==> config.mk <==
export PLATFORM = sky130hd
export DESIGN_NAME = crossbar_output_arbiter
export DESIGN_NICKNAME = d
export VERILOG_FILES = /design/src/rtl/crossbar_output_arbiter.sv
export SDC_FILE = /design/constraint.sdc
export NUM_CORES = 1
export LEC_CHECK = 0
export ABC_AREA = 0
export ABC_CLOCK_PERIOD_IN_PS = 2300
export CORE_UTILIZATION = 38
export DETAILED_ROUTE_END_ITERATION = 8
export PLACE_DENSITY = 0.77
export SLEW_MARGIN = 20
export SYNTH_ARGS = -nofsm -noshare
export SYNTH_HDL_FRONTEND = slang
export SYNTH_SLANG_ARGS = --single-unit
==> constraint.sdc <==
create_clock -name clk -period 2.3 [get_ports clk]
set_clock_uncertainty 0.2 [all_clocks]
set_input_delay 0.46 -clock clk [delete_from_list [all_inputs] [get_ports clk]]
set_output_delay 0.46 -clock clk [all_outputs]
set_load 0.005 [all_outputs]
==> src/rtl/crossbar_output_arbiter.sv <==
// Round-robin arbiter and beat sequencer for one crossbar output port.
// Holds a grant for one packet (at most MAX_BURST beats) and registers the
// selected beat toward the output port register.
module crossbar_output_arbiter #(
  parameter int unsigned NUM_IN    = 4,
  parameter int unsigned DATA_W    = 8,
  parameter int unsigned MAX_BURST = 4,
  localparam int unsigned SEL_W    = (NUM_IN > 1) ? $clog2(NUM_IN) : 1,
  localparam int unsigned CNT_W    = (MAX_BURST > 1) ? $clog2(MAX_BURST) : 1
) (
  input  logic                     clk,
  input  logic                     reset,
  input  logic [NUM_IN-1:0]        req,
  input  logic [NUM_IN-1:0]        last,
  input  logic [NUM_IN*DATA_W-1:0] data_in,
  input  logic                     out_ready,
  output logic [NUM_IN-1:0]        grant,
  output logic [SEL_W-1:0]         sel,
  output logic                     valid_out,
  output logic [DATA_W-1:0]        data_out,
  output logic                     busy
);

  typedef enum logic {StIdle, StBusy} state_e;

  state_e             state;
  logic [SEL_W-1:0]   rr_ptr;
  logic [CNT_W-1:0]   burst_cnt;

  logic               pick_found;
  logic [SEL_W-1:0]   pick_idx;
  logic [DATA_W-1:0]  cur_beat;
  logic               cur_req;
  logic               cur_last;
  logic               acc;
  logic               drop_grant;
  logic [SEL_W-1:0]   rr_next;

  // Circular search for the first requester starting at rr_ptr.
  always_comb begin
    logic [SEL_W-1:0] cand;
    pick_found = 1'b0;
    pick_idx   = '0;
    cand       = '0;
    for (int unsigned k = 0; k < NUM_IN; k++) begin
      cand = SEL_W'((32'(rr_ptr) + k) % NUM_IN);
      if (!pick_found && req[cand]) begin
        pick_found = 1'b1;
        pick_idx   = cand;
      end
    end
  end

  // Mux the granted input's request, last flag and beat using the registered select.
  always_comb begin
    cur_beat = '0;
    cur_req  = 1'b0;
    cur_last = 1'b0;
    for (int unsigned i = 0; i < NUM_IN; i++) begin
      if (sel == SEL_W'(i)) begin
        cur_beat = data_in[i*DATA_W +: DATA_W];
        cur_req  = req[i];
        cur_last = last[i];
      end
    end
  end

  // Beat transfer, release decision and the pointer value that follows the granted input.
  always_comb begin
    acc        = (state == StBusy) && cur_req && out_ready;
    // A withdrawn request releases without a beat; otherwise release on the final beat.
    drop_grant = (state == StBusy) &&
                 (!cur_req || (acc && (cur_last || burst_cnt == CNT_W'(MAX_BURST - 1))));
    rr_next    = (sel == SEL_W'(NUM_IN - 1)) ? '0 : sel + 1'b1;
  end

  // Arbitration FSM with registered grant, select and output beat.
  always_ff @(posedge clk or posedge reset) begin
    if (reset) begin
      state     <= StIdle;
      grant     <= '0;
      sel       <= '0;
      valid_out <= 1'b0;
      data_out  <= '0;
      busy      <= 1'b0;
      rr_ptr    <= '0;
      burst_cnt <= '0;
    end else begin
      unique case (state)
        StIdle: begin
          valid_out <= 1'b0;
          if (pick_found) begin
            grant     <= NUM_IN'(1) << pick_idx;
            sel       <= pick_idx;
            burst_cnt <= '0;
            busy      <= 1'b1;
            state     <= StBusy;
          end
        end
        StBusy: begin
          valid_out <= acc;
          if (acc) begin
            data_out  <= cur_beat;
            burst_cnt <= burst_cnt + 1'b1;
          end
          if (drop_grant) begin
            grant  <= '0;
            busy   <= 1'b0;
            rr_ptr <= rr_next;
            state  <= StIdle;
          end
        end
      endcase
    end
  end

endmodule

==> results of run 1 <==
-- critical path, cell delays in order, from the launching register on --
cell and delay [ns]:
dfrtp_1 0.42, inv_1 0.08, ha_1 0.24, and3b_1 0.22, a2111oi_4 0.42, nor4_4 0.11
nor2_4 0.12, mux2_4 0.31
-- final cells by class --
type                            count  area (um2)  area share
Clock buffer                        4        26.3      0.0126
Sequential cell                    21         526       0.252
Tap cell                           46        57.6      0.0276
Multi-Input combinational cell    111         696       0.334
Inverter                           16        60.1      0.0288
Timing Repair Buffer               75         721       0.346
-- where the power goes --
part | internal (mW) | switching, mW
Combinational | 0.851 | 0.780
Sequential | 0.548 | 0.108
Clock | 0.0676 | 0.103
-- logic make-up after synthesis --
logic type | count (synthesis) | share of synthesized area
multiplexers | 3 | 0.0263
adder cells (fa/ha/maj) | 5 | 0.0469
AND/OR/NAND/NOR | 43 | 0.166
buffers and inverters | 26 | 0.0854
flip-flops | 21 | 0.394
AO/OA/AOI/OAI | 60 | 0.281
-- final timing paths --
path | endpoint | start
min in group clk | state | state
hold / removal | data_out[0] | reset
setup / recovery | rr_ptr[1] | sel[0]
max in group asynchronous | data_out[4] | reset
setup reg to reg | rr_ptr[1] | sel[0]
hold reg to reg | state | state
-- synthesized netlist by cell type --
cell,number
clkbuf_1,4
o2bb2ai_1,2
nor4_4,1
nand2b_1,3
ha_1,5
and3b_1,1
nor4_2,1
nor3_1,1
mux2_4,1
nor2_4,1
o21ai_0,12
a22oi_1,8
dfrtp_1,21
nor2_1,12
nand3b_1,2
nand2_1,19
buf_2,4
o22ai_1,4
buf_4,1
a2111oi_2,1
nor2b_1,1
or3_1,1
buf_6,1
a21o_1,1
mux2i_1,2
inv_1,16
o21a_1,1
a2111oi_4,1
o41ai_1,1
a21oi_1,29
-- stage by stage --
step / power [mW] / setup TNS [ns] / hold WS (ns)
final: 2.46 / 0 / 0.279
after CTS: 2.48 / 0 / 0.281
after global routing: 2.67 / 0 / 0.299
after detailed placement: 2.30 / -0.115 / 0.292
after global placement: 2.25 / -0.0309 / 0.290
after floorplan: 1.60 / 0 / 0.237
-- timing repair --
item                       4_1_cts  5_1_grt
setup endpoints to repair        0        4
gates resized for setup          0        1
hold buffers                     0        0
hold endpoints to repair         0        0
-- state kept, by name, summed over array words and instances, names as in the netlist --
register	count
valid_out	1
data_out	8
rr_ptr	2
state	1
sel	2
grant	4
burst_cnt	2
busy	1
-- layer usage --
layer  wire (um)  vias to the layer above  global-route usage
met1        1560                      618               0.252
li1            -                      687                   -
met4          36                        0              0.0812
met5           0                        -                   0
met3         232                        4              0.0273
met2        1660                       33               0.295
==> flow_metrics.py, run 1 <==
metrics = {
    "pwr": {
        "ir_worst_vdd_v": 0.000573,
        "power_density_nw_per_um2": 1180,
        "p_leak_nw": 0.910,
    },
    "drt": {
        "drc_errors": 0,
        "wl_per_cell_um": 12.8,
        "routed_wl_um": 3480,
        "drtPass1Iterations": 4,
        "first_iter_violations": 67,
        "via_per_inst": 4.92,
        "antenna_left": 0,
        "via_count": 1342,
    },
    "place": {
        "placedCellCount": 269,
        "place_congestion": 0.822,
        "place_area_um2": 2060,
        "io_buffer_count": 58,
        "hpwl_um": 2790,
        "dp_slack_ns": -0.0769,
    },
    "floorplan": {
        "fp.dieH_um": 61.2,
        "die-area_um2": 3750,
        "start_util": 0.399,
        "core_area_um2": 3340,
        "num_io_pins": 59,
        "dieWidth_um": 61.2,
        "row_count": 21,
    },
    "worst_setup_path": {
        "critPathCaptureType": "flop",
        "crit_type": "flop to flop",
        "critical_path_required_ns": 2.29,
        "worstPathArrival_ns": 2.21,
        "reg2reg_depth": 7,
        "rrSetupSlack_ns": 0.08,
        "crit_path_start_kind": "flop",
        "crit_fanout": 4,
    },
    "synthesis": {
        "yosys.area.top_type": "dfrtp_1",
        "ys_seq_elements": 21,
        "synth.distinct_cells": 30,
        "synthTopCellsByArea": "dfrtp_1, a21oi_1, nand2_1, ha_1, o21ai_0",
        "synth_area_um2": 1330,
        "avgSynthCellArea_um2": 8.43,
        "yosys_warnings": 0,
        "ys_seq_area_frac": 0.394,
        "synth_top_area_frac": 0.394,
        "syn_nets": 206,
        "postSynthCellCount": 158,
    },
    "global_routing": {
        "grt_usage": 0.185,
        "overflow": 0,
        "antenna_found_initial": 0,
        "grt_max_degree": 22,
        "grt_pass1_wl_um": 5090,
        "grt_pass1_vias": 1169,
    },
    "clocking": {
        "cts.sinks": 21,
        "cts_root_buffer": "clkbuf_4",
        "cts_buffer_depth": 2,
        "clk_latency_ns": 0.30,
        "htreeDepth": 1,
        "cts_tree": "built",
        "numCtsBuffers": 3,
        "path_clk_slew_ns": 0.11,
        "cts_setup_buffers": 0,
    },
    "layout": {
        "layout.cells.non_filler": 273,
        "n_antenna_cell": 0,
        "most-common-layout-cells": "clkdlybuf4s50_1, a21oi_1, dfrtp_1, nand2_1",
        "stdcell_area_um2": 2090,
        "fill_cells": 306,
        "mostFrequentLayoutCell": "clkdlybuf4s50_1",
        "layout.nets": 276,
        "drive_gt1_frac": 0.119,
        "utilization": 0.625,
        "syn2layout_area_growth_pct": 56.5,
    },
    "sta": {
        "fin_ws_ns": 0.0812,
        "relSlewSlack": 0.719,
        "rsz0062_at_grt": "false",
        "setup_violations": 0,
        "tightest_slew_ns": 0.421,
        "max_freq_mhz": 451,
        "report.final.slew_viol_count": 0,
        "period_minus_slack_ns": 2.22,
        "finalCritPeriodShare": 0.965,
        "hold_viol": 0,
    },
    "outcome": {
        "outcome": "finished clean",
    },
    "run": {
        "maxCapViolCount": 0,
    },
    "worst_hold_path": {
        "hp-class": "primary input to async pin",
    },
}
No activity file was read; power rests on OpenSTA's default activity.
==> run 2, diff against run 1 <==
--- a/config.mk
+++ b/config.mk
@@ -5,11 +5,12 @@
 export SDC_FILE = /design/constraint.sdc
 export NUM_CORES = 1
 export LEC_CHECK = 0
-export ABC_AREA = 0
+export ABC_AREA = 1
 export ABC_CLOCK_PERIOD_IN_PS = 2300
-export CORE_UTILIZATION = 38
+export CORE_UTILIZATION = 39
 export DETAILED_ROUTE_END_ITERATION = 8
-export PLACE_DENSITY = 0.77
+export GPL_ROUTABILITY_DRIVEN = 1
+export PLACE_DENSITY = 0.76
 export SLEW_MARGIN = 20
 export SYNTH_ARGS = -nofsm -noshare
 export SYNTH_HDL_FRONTEND = slang
==> constraint.sdc (replaced) <==
create_clock -name clk -period 2.3 [get_ports clk]
set_clock_uncertainty 0.2 [all_clocks]
set_input_delay 0.69 -clock clk [delete_from_list [all_inputs] [get_ports clk]]
set_output_delay 0.69 -clock clk [all_outputs]
set_load 0.005 [all_outputs]
==> run 2 against run 1 <==
Routed wire length rose by 11%. Register-to-register slack better by 0.12 ns. Synthesized area is 14% higher. Sequential share of layout area down 2.1 points. Sequential power increased by 2%. Synthesized cell count grew 43%. Worst setup slack better by 0.044 ns. Clock power is 38% higher. Via count up 18%. Final cell count grew 25%. Critical path type is now flop to output port. Critical endpoint is now sel[0].
==> flow_metrics.py, run 2 <==
metrics = {
    "outcome": {
        "outcome": "finished clean",
    },
    "synthesis": {
        "synth_top_cells_by_count": "nand2_1, dfrtp_1, nand3_1, o21ai_0, a21oi_1",
        "synth_top_area_frac": 0.346,
        "ys_seq_elements": 21,
        "yosysMostFrequentCell": "nand2_1",
        "synth_area_um2": 1520,
        "async_flop_share": 1.00,
        "synth.distinct_cells": 22,
        "synthTopCellsByArea": "dfrtp_1, nand2_1, nand3_1, o21ai_0, a21oi_1",
        "syn_nets": 274,
        "ys_seq_area_frac": 0.346,
        "yosys.area.top_type": "dfrtp_1",
        "postSynthCellCount": 226,
        "synth_edf_count": 0,
        "avgSynthCellArea_um2": 6.72,
        "synthFlopType": "dfrtp_1",
        "yosys_warnings": 0,
    },
    "worst_setup_path": {
        "crit_type": "flop to output port",
        "crit_fanout": 4,
        "cp_slowest_cell": "clkdlybuf4s50_1",
        "path_depth": 2,
        "worstPathArrival_ns": 1.28,
        "critPathCaptureType": "output port",
        "critical_path_required_ns": 1.41,
        "path_cells": "buf_4 -> clkdlybuf4s50_1",
        "rrSetupSlack_ns": 0.20,
        "crit_path_start_kind": "flop",
        "path_buf_inv": 2,
        "slowest_delay_ns": 0.49,
        "critPathTopFamily": "buffers and inverters",
        "reg2reg_depth": 14,
    },
    "clocking": {
        "post_cts_resize_count": 0,
        "cts_buffer_depth": 2,
        "htreeDepth": 1,
        "path_clk_slew_ns": 0.07,
        "clk_latency_ns": 0.25,
        "cts.sinks": 21,
        "ctsHoldBuffers": 0,
        "cts_setup_buffers": 0,
        "numCtsBuffers": 3,
        "cts_root_buffer": "clkbuf_8",
        "cts_tree": "built",
    },
    "pwr": {
        "power_density_nw_per_um2": 1280,
        "p_leak_nw": 1.14,
        "design_power_total_mw": 2.91,
        "ir_worst_vdd_v": 0.000702,
    },
    "sta": {
        "fin_ws_ns": 0.126,
        "tns_ns": 0,
        "tightest_slew_ns": 0.447,
        "max_freq_mhz": 460,
        "whs_ns": 0.280,
        "report.final.slew_viol_count": 0,
        "rsz0062_at_grt": "true",
        "finalCritPeriodShare": 0.945,
        "hold_viol": 0,
        "setup_violations": 0,
        "relSlewSlack": 0.702,
        "period_minus_slack_ns": 2.17,
    },
    "floorplan": {
        "num_io_pins": 59,
        "dieWidth_um": 64.4,
        "core_area_um2": 3690,
        "row_count": 22,
        "fp.dieH_um": 64.4,
        "start_util": 0.411,
        "die-area_um2": 4140,
    },
    "place": {
        "place_congestion": 0.883,
        "hpwl_um": 3030,
        "io_buffer_count": 58,
        "place_area_um2": 2200,
        "dp_slack_ns": -0.139,
        "placedCellCount": 336,
    },
    "layout": {
        "stdcell_area_um2": 2270,
        "n_antenna_cell": 0,
        "reg_top3": "data_out: 8 flops, grant: 4 flops",
        "syn2layout_area_growth_pct": 49.6,
        "mostFrequentLayoutCell": "nand2_1",
        "layout.cells.non_filler": 340,
        "most-common-layout-cells": "nand2_1, clkdlybuf4s50_1, dfrtp_1, nand3_1, o21ai_0",
        "utilization": 0.616,
        "drive_gt1_frac": 0.130,
        "regMostFlops": "data_out",
        "largest_reg_flops": 8,
        "layout.nets": 341,
    },
    "drt": {
        "drc_errors": 0,
        "via_per_inst": 4.67,
        "first_iter_violations": 113,
        "wl_per_cell_um": 11.3,
        "via_count": 1589,
        "antenna_left": 0,
        "drtPass1Iterations": 4,
        "routed_wl_um": 3850,
    },
    "global_routing": {
        "grt_pass1_vias": 1447,
        "grt_max_degree": 22,
        "grt_pass1_wl_um": 6380,
        "grt_usage": 0.194,
        "antenna_found_initial": 0,
        "overflow": 0,
    },
    "worst_hold_path": {
        "hp-class": "flop to flop",
        "hold_depth": 2,
    },
    "run": {
        "maxCapViolCount": 0,
    },
}
## run 2: cell count changes after synthesis, moves of 5 or more
cell     previous run  this run
nand3_1             0        19
nand2_2             0         6
nand2_1            19        97
a22oi_1             8         0
nor2_1             12         7
o21ai_0            12        17
a21oi_1            29        14
inv_2               0         5
## run 2: logic make-up after synthesis
kind of cell / count (synthesis) / share of synthesized area
AO/OA/AOI/OAI: 37 / 0.125
adder cells (fa/ha/maj): 5 / 0.0412
buffers and inverters: 25 / 0.0701
flip-flops: 21 / 0.346
AND/OR/NAND/NOR: 138 / 0.417
## run 2: worst reg2reg max path: stages (launching register included)
cell,delay (ns)
dfrtp_1,0.41
inv_1,0.09
ha_1,0.41
inv_1,0.10
nor2_1,0.10
nor2_1,0.04
nand2_1,0.08
nand2_1,0.05
nand2_1,0.06
nand2_1,0.06
nand2_2,0.15
nand2_4,0.08
nand2_1,0.06
nand2_1,0.05
nor2_1,0.09
## run 2: metal layers
layer | GRT usage | vias up | share of wire
li1 | - | 851 | -
met1 | 0.266 | 696 | 0.50
met2 | 0.317 | 36 | 0.45
met3 | 0.0179 | 6 | 0.039
met4 | 0.0667 | 0 | 0.017
met5 | 0 | - | 0
## run 2: power by group
group,leakage (nW),internal (mW),switching (mW)
clock,0.0228,0.123,0.112
sequential,0.265,0.532,0.139
combinational,0.850,0.874,1.13
## run 2: cell type report
type                       count  area (um2)
multi-input combinational    180         903
sequential                    21         526
timing repair buffer          69         666
fill                         359        1420
clock buffer                   4        45.0
inverter                      18        71.3
tap                           48        60.1
## run 2: final timing paths
kind                              from     endpoint
setup / recovery                sel[0]       sel[0]
hold reg to reg            data_out[4]  data_out[4]
setup reg to reg                sel[0]     grant[0]
min in group asynchronous        reset     grant[3]
hold / removal             data_out[4]  data_out[4]
max in group asynchronous        reset       sel[0]
